<file path="src/rtl/calc_pkg.sv">
// calc_pkg: definitions shared by the calculator front end and control unit.
//   - opcode constants carried on op (ADD/SUB/AND/XOR)
//   - go-sequencer state encoding, plus a decode helper for the busy flag
package calc_pkg;

  localparam logic [1:0] OP_ADD = 2'b11;
  localparam logic [1:0] OP_SUB = 2'b10;
  localparam logic [1:0] OP_AND = 2'b01;
  localparam logic [1:0] OP_XOR = 2'b00;

  // Three bits wide so the unused encodings exist and can be steered
  // back to IDLE explicitly.
  typedef enum logic [2:0] {
    ST_IDLE     = 3'd0,
    ST_PULSE    = 3'd1,
    ST_BUSY     = 3'd2,
    ST_WAIT_REL = 3'd3
  } seq_state_e;

  function automatic logic is_busy_state(seq_state_e s);
    return (s == ST_PULSE) || (s == ST_BUSY) || (s == ST_WAIT_REL);
  endfunction

endpackage

</file>
<file path="src/rtl/calc_go_sequencer_if.sv">
// calc_go_sequencer_if: request/completion link between the go sequencer
// (master) and the calculator control unit (slave).
//   go   : master -> slave, one-cycle request strobe
//   op   : master -> slave, opcode, valid whenever go=1, held while busy=1
//   busy : master -> slave, high from go until the button is released
//   done : slave -> master, completion strobe
// Handshake: go acts as valid with no ready; the master never raises a new
// go while busy=1, so the slave needs no backpressure. done acts as the
// completion acknowledge and is only honoured while the master is in BUSY.
interface calc_go_sequencer_if;
  logic       go;
  logic [1:0] op;
  logic       busy;
  logic       done;

  modport master (output go, output op, output busy, input done);
  modport slave  (input go, input op, input busy, output done);
endinterface

</file>
<file path="src/rtl/calc_debounce.sv">
// calc_debounce: 2-flop synchroniser and debouncer for the GO button.
// Ports:
//   clk, rst     : clock, asynchronous active-low reset
//   btn_raw      : raw asynchronous bouncing button
//   stable       : debounced button level
//   press        : one-cycle pulse on a 0->1 transition of stable
module calc_debounce #(
  parameter int DEBOUNCE_CYCLES = 50000,
  parameter int CNT_W           = 16
) (
  input  logic clk,
  input  logic rst,
  input  logic btn_raw,
  output logic stable,
  output logic press
);

  logic             sync1_q, sync1_d;
  logic             sync2_q, sync2_d;
  logic [CNT_W-1:0] cnt_q, cnt_d;
  logic             stable_q, stable_d;
  logic             stable_prev_q, stable_prev_d;
  logic [1:0]       vld_q, vld_d;
  logic             armed_q, armed_d;

  always_comb begin
    sync1_d       = btn_raw;
    sync2_d       = sync1_q;
    cnt_d         = cnt_q;
    stable_d      = stable_q;
    stable_prev_d = stable_q;
    vld_d         = {vld_q[0], 1'b1};
    armed_d       = armed_q;

    // The counter measures how long the synchronised level has disagreed
    // with stable; any agreement (i.e. a bounce back) restarts it.
    if (sync2_q == stable_q) begin
      cnt_d = '0;
    end else if (cnt_q == CNT_W'(DEBOUNCE_CYCLES - 1)) begin
      stable_d = sync2_q;
      cnt_d    = '0;
    end else begin
      cnt_d = cnt_q + 1'b1;
    end

    // A button held through reset must not fire: presses are only
    // reported once a released level has been seen through the
    // synchroniser (vld_q[1] marks sync2_q as carrying real samples).
    if (vld_q[1] && !sync2_q) begin
      armed_d = 1'b1;
    end
  end

  always_ff @(posedge clk or negedge rst) begin
    if (!rst) begin
      sync1_q       <= 1'b0;
      sync2_q       <= 1'b0;
      cnt_q         <= '0;
      stable_q      <= 1'b0;
      stable_prev_q <= 1'b0;
      vld_q         <= 2'b00;
      armed_q       <= 1'b0;
    end else begin
      sync1_q       <= sync1_d;
      sync2_q       <= sync2_d;
      cnt_q         <= cnt_d;
      stable_q      <= stable_d;
      stable_prev_q <= stable_prev_d;
      vld_q         <= vld_d;
      armed_q       <= armed_d;
    end
  end

  assign stable = stable_q;
  assign press  = stable_q & ~stable_prev_q & armed_q;

endmodule

</file>
<file path="src/rtl/calc_go_sequencer.sv">
// calc_go_sequencer: converts the raw GO button and op switches into a
// clean one-cycle go pulse plus a held opcode for the control unit.
// Ports:
//   clk, rst    : clock, asynchronous active-low reset (0 = reset)
//   btn_go      : raw GO button
//   sw_op       : raw operation switches
//   bus         : master side of calc_go_sequencer_if (go/op/busy out, done in)
//   overrun     : sticky, a press arrived while not IDLE and was dropped
//   fault       : sticky, done did not arrive within TIMEOUT cycles of BUSY
//   dbg_state   : current sequencer state
//   dbg_stable  : debounced button level
module calc_go_sequencer
  import calc_pkg::*;
#(
  parameter int DEBOUNCE_CYCLES = 50000,
  parameter int CNT_W           = 16,
  parameter int TIMEOUT         = 16
) (
  input  logic                 clk,
  input  logic                 rst,
  input  logic                 btn_go,
  input  logic [1:0]           sw_op,
  calc_go_sequencer_if.master  bus,
  output logic                 overrun,
  output logic                 fault,
  output seq_state_e           dbg_state,
  output logic                 dbg_stable
);

  localparam int TO_W = (TIMEOUT > 1) ? $clog2(TIMEOUT) : 1;

  logic stable;
  logic press;

  calc_debounce #(
    .DEBOUNCE_CYCLES (DEBOUNCE_CYCLES),
    .CNT_W           (CNT_W)
  ) u_debounce (
    .clk     (clk),
    .rst     (rst),
    .btn_raw (btn_go),
    .stable  (stable),
    .press   (press)
  );

  logic [1:0]  sw_sync1_q, sw_sync1_d;
  logic [1:0]  sw_sync2_q, sw_sync2_d;
  seq_state_e  state_q, state_d;
  logic [1:0]  op_q, op_d;
  logic [TO_W-1:0] tcnt_q, tcnt_d;
  logic        overrun_q, overrun_d;
  logic        fault_q, fault_d;

  always_comb begin
    sw_sync1_d = sw_op;
    sw_sync2_d = sw_sync1_q;
    state_d    = state_q;
    op_d       = op_q;
    tcnt_d     = tcnt_q;
    overrun_d  = overrun_q;
    fault_d    = fault_q;

    case (state_q)
      ST_IDLE: begin
        if (press) begin
          op_d      = sw_sync2_q;
          overrun_d = 1'b0;
          fault_d   = 1'b0;
          state_d   = ST_PULSE;
        end
      end
      ST_PULSE: begin
        tcnt_d  = '0;
        state_d = ST_BUSY;
      end
      ST_BUSY: begin
        // done takes priority so a reply on the last allowed cycle is
        // not reported as a hang.
        if (bus.done) begin
          state_d = ST_WAIT_REL;
        end else if (tcnt_q == TO_W'(TIMEOUT - 1)) begin
          fault_d = 1'b1;
          state_d = ST_WAIT_REL;
        end else begin
          tcnt_d = tcnt_q + 1'b1;
        end
      end
      ST_WAIT_REL: begin
        if (!stable) begin
          state_d = ST_IDLE;
        end
      end
      default: begin
        state_d = ST_IDLE;
      end
    endcase

    if (press && (state_q != ST_IDLE)) begin
      overrun_d = 1'b1;
    end
  end

  always_ff @(posedge clk or negedge rst) begin
    if (!rst) begin
      sw_sync1_q <= 2'b00;
      sw_sync2_q <= 2'b00;
      state_q    <= ST_IDLE;
      op_q       <= OP_XOR;
      tcnt_q     <= '0;
      overrun_q  <= 1'b0;
      fault_q    <= 1'b0;
    end else begin
      sw_sync1_q <= sw_sync1_d;
      sw_sync2_q <= sw_sync2_d;
      state_q    <= state_d;
      op_q       <= op_d;
      tcnt_q     <= tcnt_d;
      overrun_q  <= overrun_d;
      fault_q    <= fault_d;
    end
  end

  assign bus.go     = (state_q == ST_PULSE);
  assign bus.op     = op_q;
  assign bus.busy   = is_busy_state(state_q);
  assign overrun    = overrun_q;
  assign fault      = fault_q;
  assign dbg_state  = state_q;
  assign dbg_stable = stable;

endmodule

</file>
<file path="src/flat_wrapper.sv">
// flat-port wrapper written by rule: the top's interface ports become plain ports
module calc_go_sequencer_flat import calc_pkg::*;
#(
  parameter int DEBOUNCE_CYCLES = 50000,
  parameter int CNT_W           = 16,
  parameter int TIMEOUT         = 16
)
  (clk, rst, btn_go, sw_op, overrun, fault, dbg_state, dbg_stable, bus_go, bus_op, bus_busy, bus_done);
  calc_go_sequencer_if bus_i ();
  input  logic clk;
  input  logic rst;
  input  logic btn_go;
  input  logic [1:0] sw_op;
  output logic overrun;
  output logic fault;
  output seq_state_e dbg_state;
  output logic dbg_stable;
  output wire logic [$bits(bus_i.go)-1:0] bus_go;
  output wire logic [$bits(bus_i.op)-1:0] bus_op;
  output wire logic [$bits(bus_i.busy)-1:0] bus_busy;
  input wire logic [$bits(bus_i.done)-1:0] bus_done;
  assign bus_go = bus_i.go;
  assign bus_op = bus_i.op;
  assign bus_busy = bus_i.busy;
  assign bus_i.done = bus_done;
  calc_go_sequencer #(.DEBOUNCE_CYCLES(DEBOUNCE_CYCLES), .CNT_W(CNT_W), .TIMEOUT(TIMEOUT)) u_core (.clk(clk), .rst(rst), .btn_go(btn_go), .sw_op(sw_op), .bus(bus_i), .overrun(overrun), .fault(fault), .dbg_state(dbg_state), .dbg_stable(dbg_stable));
endmodule
</file>
<file path="config.mk">
export PLATFORM = sky130hd
export DESIGN_NAME = calc_go_sequencer_flat
export DESIGN_NICKNAME = d
export VERILOG_FILES = /design/src/rtl/calc_pkg.sv /design/src/rtl/calc_go_sequencer_if.sv /design/src/rtl/calc_debounce.sv /design/src/rtl/calc_go_sequencer.sv /design/src/flat_wrapper.sv
export SDC_FILE = /design/constraint.sdc
export NUM_CORES = 1
export LEC_CHECK = 0
export ABC_CLOCK_PERIOD_IN_PS = 2700
export CORE_MARGIN = 5
export CORE_UTILIZATION = 50
export CTS_CLUSTER_DIAMETER = 60
export DETAILED_ROUTE_END_ITERATION = 10
export PLACE_DENSITY = 0.71
export SLEW_MARGIN = 20
export SYNTH_ARGS = -nofsm -noshare
export SYNTH_HDL_FRONTEND = slang
export SYNTH_SLANG_ARGS = --single-unit
</file>
<file path="constraint.sdc">
create_clock -name clk -period 2.7 [get_ports clk]
set_clock_uncertainty 0.1 [all_clocks]
set_input_delay 0.27 -clock clk [delete_from_list [all_inputs] [get_ports clk]]
set_output_delay 0.27 -clock clk [all_outputs]
set_load 0.03 [all_outputs]
</file>
==> results.ini, run 1 <==
[timing]
final-setup-viol-count=0
rsz0062_at_grt=no
drv_slew=0
period_needed_ps=2190
finalHoldViolCount=0
clock.fmax_ghz=0.457
min_period_over_period=0.811
setup_tns_ps=0

[die]
fp.dieH_um=67.6
ios=16
num_rows=21
fp.coreArea_um2=3280
die_area_um2=4580
die_w_um=67.6
start_util=0.506

[setup_path]
crit_top_cell=inv_1
cp-end-kind=primary output
startpoint=u_core.dbg_state[0]$_DFFE_PN0P_
rrSetupSlack_ps=620
crit_chain=inv_1 > ha_1 > inv_1 > clkdlybuf4s50_1
crit_slowest_cell=clkdlybuf4s50_1
crit_fanout=5
r2r-start=u_core.u_debounce.cnt_q[10]$_DFF_PN0_
worst_setup_path_start_kind=flop
crit_type=reg -> out
cp.depth=4
reg2reg_to=u_core.u_debounce.cnt_q[2]$_DFF_PN0_
required_ps=2330
crit_end=bus_busy
reg2reg_depth=4
critPathTopFamily=buffers and inverters
cpPeakStageDelay_ps=660
timing.critical_path.buf_inv=3
crit_arrival_ps=1820

[clock_tree]
clock_sink_count=37
clkLatencyLatePin_ps=330
htree_num_levels=2
cts_hold_buf=0
clk_root_buffer_cell=clkbuf_4
postCtsSetupBuffers=0
clk_pin_slew_worst_paths_ps=100
cts_buffers=5
post_cts_resize_count=0
clk_path_buf_depth=2
cts_tree=built

[layout]
area_delta_synth_final_pct=14.0
n_fill_cell=291
post-route-util=0.577
multi_input_area_um2=678
diodes=0
stdcell_count=212
ff_latch_area_um2=926
fin_area_um2=1890
drive_gt1_frac=0.133
fin_nets=179
final_cell_mix=dfrtp_1, clkdlybuf4s50_1, xnor2_1
layout_commonest_cell=dfrtp_1

[placement]
port_buffers=14
dp_cells=205
placed_area_um2=1840
dpl.hpwl_mm=2.05
gp_congestion=0.804

[routing]
wirelength_mm=2.72
first_pass_iters=5
postRouteAntennaNets=0
num_vias=1073
routedWlPerCell_um=12.8
viasPerCell=5.06
drtIter0Drc=22
route.detailed.drc=0

[synth]
async_reset_ff_frac=1.00
synth_edf_count=0
ys_warn_count=0
netlist_instances=146
syn-num-nets=159
syn_area_um2=1660
seq_area_frac_synth=0.557
synth.distinct_cells=35
synth_flop_cell=dfrtp_1
ys_seq_elements=37
syn_area_per_cell_um2=11.4

[run_status]
status=complete, no violations

[power]
ir_drop_uv=369
p_leak_nw=0.806
power.density_nw_per_um2=661

[job]
cap_violations=0

[global_route]
antenna_found_initial=0
grt_pass1_vias=1069
grt_pass1_wl_mm=4.62
grt_max_degree=38
grt_overflow=0
grt_util_all_layers=0.141

[worst_hold_path]
min_path_type=in -> async

## worst min path at each step
| stage | from | end |
|---|---|---|
| after detailed placement | u_core.u_debounce.vld_q[0]$_DFF_PN0_ | u_core.u_debounce.vld_q[1]$_DFF_PN0_ |
| after global placement | u_core.u_debounce.sync1_q$_DFF_PN0_ | u_core.u_debounce.sync2_q$_DFF_PN0_ |
| after global routing | btn_go | u_core.u_debounce.sync1_q$_DFF_PN0_ |
| after floorplan | rst | u_core.bus.op[0]$_DFFE_PN0P_ |
| after CTS | rst | u_core.u_debounce.cnt_q[4]$_DFF_PN0_ |
| final | rst | u_core.u_debounce.cnt_q[12]$_DFF_PN0_ |
## report_power, final
part           internal (mW)  total (mW)  switching [mW]
clock network          0.123       0.279           0.156
logic                  0.143       0.338           0.195
registers              0.594       0.635          0.0413
total                  0.860        1.25           0.392
## cells by family after synthesis
kind of cell    after synthesis  synth area share
other cells                   2           0.00452
xor+xnor                     15            0.0791
compound gates               11            0.0437
fa+ha+maj                     7            0.0527
buf+inv                      10            0.0346
flops                        37             0.557
mux                           4            0.0264
simple gates                 60             0.202
## routing by layer
metal / up-vias / track usage / wire [um] / part of all wire
met5: - / 0 / 0 / 0
met4: 0 / 0.0911 / 74 / 0.027
met3: 8 / 0.0399 / 114 / 0.042
met2: 18 / 0.224 / 1310 / 0.48
met1: 509 / 0.165 / 1210 / 0.45
li1: 538 / - / - / -
## layout make-up
type	instances	area share
Tap cell	46	0.0304
Sequential cell	37	0.489
Clock buffer	7	0.0291
Multi-Input combinational cell	99	0.358
Inverter	8	0.0159
Timing Repair Buffer	15	0.0779
## state kept, by name (all words and copies together), names as in the netlist, 2 cells and up
name,flops
u_core.tcnt_q,4
u_core.sw_sync2_q,2
u_core.u_debounce.vld_q,2
u_core.sw_sync1_q,2
u_core.bus.op,2
u_core.u_debounce.cnt_q,16
u_core.dbg_state,2
## stage by stage
step | worst slack (ps) | hold slack [ps] | total power [mW]
after floorplan | 724 | -126 | 0.870
after global placement | 700 | 234 | 0.970
after detailed placement | 618 | 245 | 0.991
after CTS | 476 | 249 | 1.27
after global routing | 423 | 258 | 1.33
final | 511 | 244 | 1.25
## worst register-to-register path: cells and delay by family, from the launching register on
kind,cells,cell delay (ps)
DFF,1,450
and+or+nand+nor,4,1430
## cell usage after synthesis (all sizes together) (2+ instances only)
master	number	area (um2)
nand2	7	33.8
nor2	20	100
or4	2	18.8
nor2b	2	12.5
nand2b	2	12.5
conb	2	7.51
dfrtp	37	926
xnor2	13	114
buf	2	27.5
o21ai	3	15.0
nand4	3	18.8
xor2	2	17.5
nor3	4	20.0
inv	8	30.0
ha	7	87.6
mux2	3	33.8
nand3	11	55.1
nor4	5	31.3
No activity file was read; power rests on OpenSTA's default activity.
==> inputs of run 2 (changes only) <==
Settings changed: ABC_CLOCK_PERIOD_IN_PS 2700 to 1990, PLACE_DENSITY 0.71 to 0.74.
Clock period 2.7 ns to 1.99 ns, I/O delays scaled along.
==> results.ini, run 2 (synthesis results as in run 1) <==
[timing]
finalHoldViolCount=0
maxSlewHeadroom=0.461
setup_tns_ps=-256
period_needed_ps=2020
min_period_over_period=1.02
whs_ps=135
clock.fmax_ghz=0.495
rsz0062_at_grt=yes
drv_slew=0
final-setup-viol-count=16
finalWorstSetupSlack_ps=-30.1
tightest_slew_ps=805

[die]
die_area_um2=4580
ios=16
die_w_um=67.6
num_rows=21
fp.coreArea_um2=3280
start_util=0.506
fp.dieH_um=67.6

[run_status]
status=complete, but fails checks
violations=negative setup slack

[clock_tree]
clock_sink_count=37
clk_pin_slew_worst_paths_ps=120
clk_path_buf_depth=2
cts_tree=built
htree_num_levels=2
clkLatencyLatePin_ps=360
clk_root_buffer_cell=clkbuf_4
cts_buffers=5

[placement]
dpl.hpwl_mm=2.10
dp_cells=212
placed_area_um2=1890
port_buffers=14
gp_congestion=0.808
place_ws_ps=-47.7

[setup_path]
required_ps=2140
crit_arrival_ps=2170
cp-end-kind=flop
worst_setup_path_start_kind=flop
crit_type=reg -> reg
cpPeakStageDelay_ps=640
crit_fanout=5
crit_chain=or4b_4 > or4_4 > and3_4
reg2reg_depth=3
crit_slowest_cell=or4_4

[power]
switchingPower_mw=0.603
power.density_nw_per_um2=933
internal_power_mw=1.29
p_leak_nw=0.872
comb_power_share=0.246
p_seq_frac=0.456
switching_share=0.318
totalPowerFinal_mw=1.90
ir_drop_uv=793
clock_power_share=0.298

[layout]
final_cell_mix=dfrtp_1, xnor2_1, clkdlybuf4s50_1
ff_latch_area_um2=926
regMostFlops=u_core.u_debounce.cnt_q
fin_nets=188
layout_commonest_cell=dfrtp_1
fin_area_um2=2030
reg_top3=u_core.u_debounce.cnt_q x16, u_core.tcnt_q x4
multi_input_area_um2=731
n_fill_cell=254
area_delta_synth_final_pct=22.4
diodes=0
drive_gt1_frac=0.205
largest_reg_flops=16
post-route-util=0.619
stdcell_count=222

[routing]
route.detailed.drc=0
num_vias=1151
wirelength_mm=3.12
drtIter0Drc=29
routedWlPerCell_um=14.0
viasPerCell=5.18
first_pass_iters=4
postRouteAntennaNets=0

[worst_hold_path]
min_path_type=in -> async

[global_route]
grt_max_degree=38
antenna_found_initial=0
grt_pass1_vias=1177
grt_util_all_layers=0.154
grt_pass1_wl_mm=5.12
grt_overflow=0

[job]
cap_violations=0

run 2: changes by cell type in the layout (fill, tap and decap cells not counted), sizes merged:
cell and delta:
buf +8, bufinv +1, clkdlybuf4s50 -2, clkinvlp +1, dlygate4sd2 +1, nand2 +1
run 2: area by class of cell:
cell class,count,share of cell area
Inverter,8,0.0148
Multi-Input combinational cell,100,0.359
Tap cell,46,0.0283
Timing Repair Buffer,23,0.0990
Clock buffer,6,0.0252
Clock inverter,2,0.0185
Sequential cell,37,0.455
run 2: layer usage:
metal,wire length (um),share of wire,vias to the layer above,GRT usage
li1,-,-,553,-
met1,1310,0.42,570,0.182
met2,1610,0.52,21,0.241
met3,125,0.040,7,0.0616
met4,66,0.021,0,0.0810
met5,0,0,-,0
run 2: power groups by stage:
| stage | clock (mW) | sequential (mW) | combinational [mW] |
|---|---|---|---|
| after global routing | 0.607 | 0.875 | 0.513 |
| final | 0.566 | 0.865 | 0.467 |
| after global placement | 0 | 0.870 | 0.454 |
| after CTS | 0.571 | 0.864 | 0.468 |
| after floorplan | 0 | 0.907 | 0.273 |
| after detailed placement | 0 | 0.880 | 0.480 |
run 2: what timing repair did:
item                                    CTS  global route
pin swaps                                 1             7
hold buffers                              0             0
endpoints found under the setup margin   17            16
buffers inserted                          0             1
gates cloned                              0             1
resized for setup                         3             8
run 2: final timing paths:
path / slack [ps] / endpoint / from
setup / recovery: -30 / u_core.u_debounce.cnt_q[1]$_DFF_PN0_ / u_core.u_debounce.cnt_q[12]$_DFF_PN0_
hold / removal: 130 / u_core.u_debounce.cnt_q[12]$_DFF_PN0_ / rst
setup reg to reg: -30 / u_core.u_debounce.cnt_q[1]$_DFF_PN0_ / u_core.u_debounce.cnt_q[12]$_DFF_PN0_
hold reg to reg: 270 / u_core.u_debounce.vld_q[1]$_DFF_PN0_ / u_core.u_debounce.vld_q[0]$_DFF_PN0_
max in group asynchronous: 1320 / u_core.u_debounce.cnt_q[1]$_DFF_PN0_ / rst
min in group clk: 160 / u_core.u_debounce.sync1_q$_DFF_PN0_ / btn_go
run 2: critical path, delay by kind of cell (launching register included):
kind | cells | cell delay, ps
DFF | 1 | 410
and+or+nand+nor | 3 | 1400
==> inputs of run 3 (changes only) <==
Settings changed: ABC_CLOCK_PERIOD_IN_PS 1990 to 2200, GPL_TIMING_DRIVEN from default to 0, PLACE_DENSITY 0.74 to 0.71.
Clock period 1.99 ns to 2.2 ns, I/O delays scaled along.
==> results.ini, run 3 (synthesis results as in run 1) <==
[timing]
final-setup-viol-count=0
period_needed_ps=2090
rsz0062_at_grt=no
clock.fmax_ghz=0.478
finalHoldViolCount=0
min_period_over_period=0.950
drv_slew=0
setup_tns_ps=0

[power]
power.density_nw_per_um2=855
p_leak_nw=0.861
ir_drop_uv=570

[die]
num_rows=21
die_w_um=67.6
fp.coreArea_um2=3280
die_area_um2=4580
fp.dieH_um=67.6
ios=16
start_util=0.506

[layout]
layout_commonest_cell=dfrtp_1
reg_top3=u_core.u_debounce.cnt_q x16, u_core.tcnt_q x4
ff_latch_area_um2=926
fin_nets=182
multi_input_area_um2=678
drive_gt1_frac=0.159
area_delta_synth_final_pct=19.3
diodes=0
final_cell_mix=dfrtp_1, xnor2_1, nand3_1, clkdlybuf4s50_1
regMostFlops=u_core.u_debounce.cnt_q
n_fill_cell=279
largest_reg_flops=16
fin_area_um2=1980

[global_route]
use_met2=0.233
grt_pass1_vias=1126
grt_pass1_wl_mm=5.09
antenna_found_initial=0
grt_max_degree=25
grtUsageMet1=0.194
grt_util_all_layers=0.153
grt.busiest_layer=met2
grt_overflow=0
grtUsageMet3=0.0416

[clock_tree]
htree_num_levels=2
clk_path_buf_depth=2
cts_tree=built
clock_sink_count=37
clk_root_buffer_cell=clkbuf_4
clk_pin_slew_worst_paths_ps=110
cts_buffers=5
postCtsSetupBuffers=0
clkLatencyLatePin_ps=340

[setup_path]
crit_type=reg -> reg
crit_chain=or4_1 > or4_4 > nand2_4 > buf_12 > nor2_2
cpPeakStageDelay_ps=570
crit_slowest_cell=or4_4
critPathTopFamily=simple AND/OR/NAND/NOR gates
crit_arrival_ps=2230
cp-end-kind=flop
required_ps=2340
timing.critical_path.buf_inv=1
cp.depth=5
worst_setup_path_start_kind=flop
crit_fanout=10
reg2reg_depth=5

[routing]
viasPerCell=5.08
drtIter0Drc=56
route.detailed.drc=0
first_pass_iters=4
num_vias=1098
postRouteAntennaNets=0
wirelength_mm=2.87
routedWlPerCell_um=13.3

[placement]
port_buffers=14
gp_congestion=0.807
placed_area_um2=1880
dpl.hpwl_mm=2.16

[job]
cap_violations=0

[run_status]
status=complete, no violations

[worst_hold_path]
min_path_type=in -> async

[run 3: cell types whose count changed in the layout (fill, tap and decap cells not counted), moves of 2 or more]
cell     change
buf_4        -8
nor2_2       +3
nor2_4       -3
nand2_8      -2
[run 3: per-layer routing]
layer / wire length (um) / vias up / share of wire
met5: 0 / - / 0
met4: 45 / 0 / 0.016
met3: 136 / 5 / 0.047
met2: 1370 / 15 / 0.48
met1: 1320 / 539 / 0.46
li1: - / 539 / -
[run 3: worst paths after layout]
kind,from,slack [ps],to
min in group clk,sw_op[0],210,u_core.sw_sync1_q[0]$_DFF_PN0_
setup / recovery,u_core.u_debounce.cnt_q[10]$_DFF_PN0_,110,u_core.u_debounce.cnt_q[11]$_DFF_PN0_
setup reg to reg,u_core.u_debounce.cnt_q[10]$_DFF_PN0_,110,u_core.u_debounce.cnt_q[11]$_DFF_PN0_
hold / removal,rst,200,u_core.u_debounce.stable_prev_q$_DFF_PN0_
max in group asynchronous,rst,1380,u_core.sw_sync2_q[0]$_DFF_PN0_
hold reg to reg,u_core.u_debounce.vld_q[0]$_DFF_PN0_,260,u_core.u_debounce.vld_q[1]$_DFF_PN0_
[run 3: cell type report]
type	count	share of cell area
Sequential cell	37	0.467
Buffer	2	0.0139
Clock buffer	6	0.0259
Timing Repair Buffer	16	0.0878
Tap cell	46	0.0290
Clock inverter	2	0.0189
Multi-Input combinational cell	99	0.342
Inverter	8	0.0152
[run 3: power by group]
group | total (mW) | internal, mW | switching, mW
Combinational | 0.418 | 0.174 | 0.244
Clock | 0.496 | 0.270 | 0.226
Sequential | 0.781 | 0.729 | 0.0513
[run 3: repair_timing]
action | in CTS | in global routing
gates cloned | 0 | 0
endpoints found under the setup margin | 1 | 1
hold endpoints to repair | 37 | 0
hold buffers | 1 | 0
gates resized for setup | 1 | 1
[run 3: metrics by stage]
step	worst slack, ps	util	std cells	hold WS, ps	total power, mW
final	109	0.603	216	198	1.69
after global routing	37.0	0.603	216	190	1.80
after CTS	83.3	0.603	216	197	1.72
after detailed placement	118	0.573	207	45.3	1.23
after global placement	71.7	0.566	206	233	1.19
after floorplan	224	-	146	-176	1.07
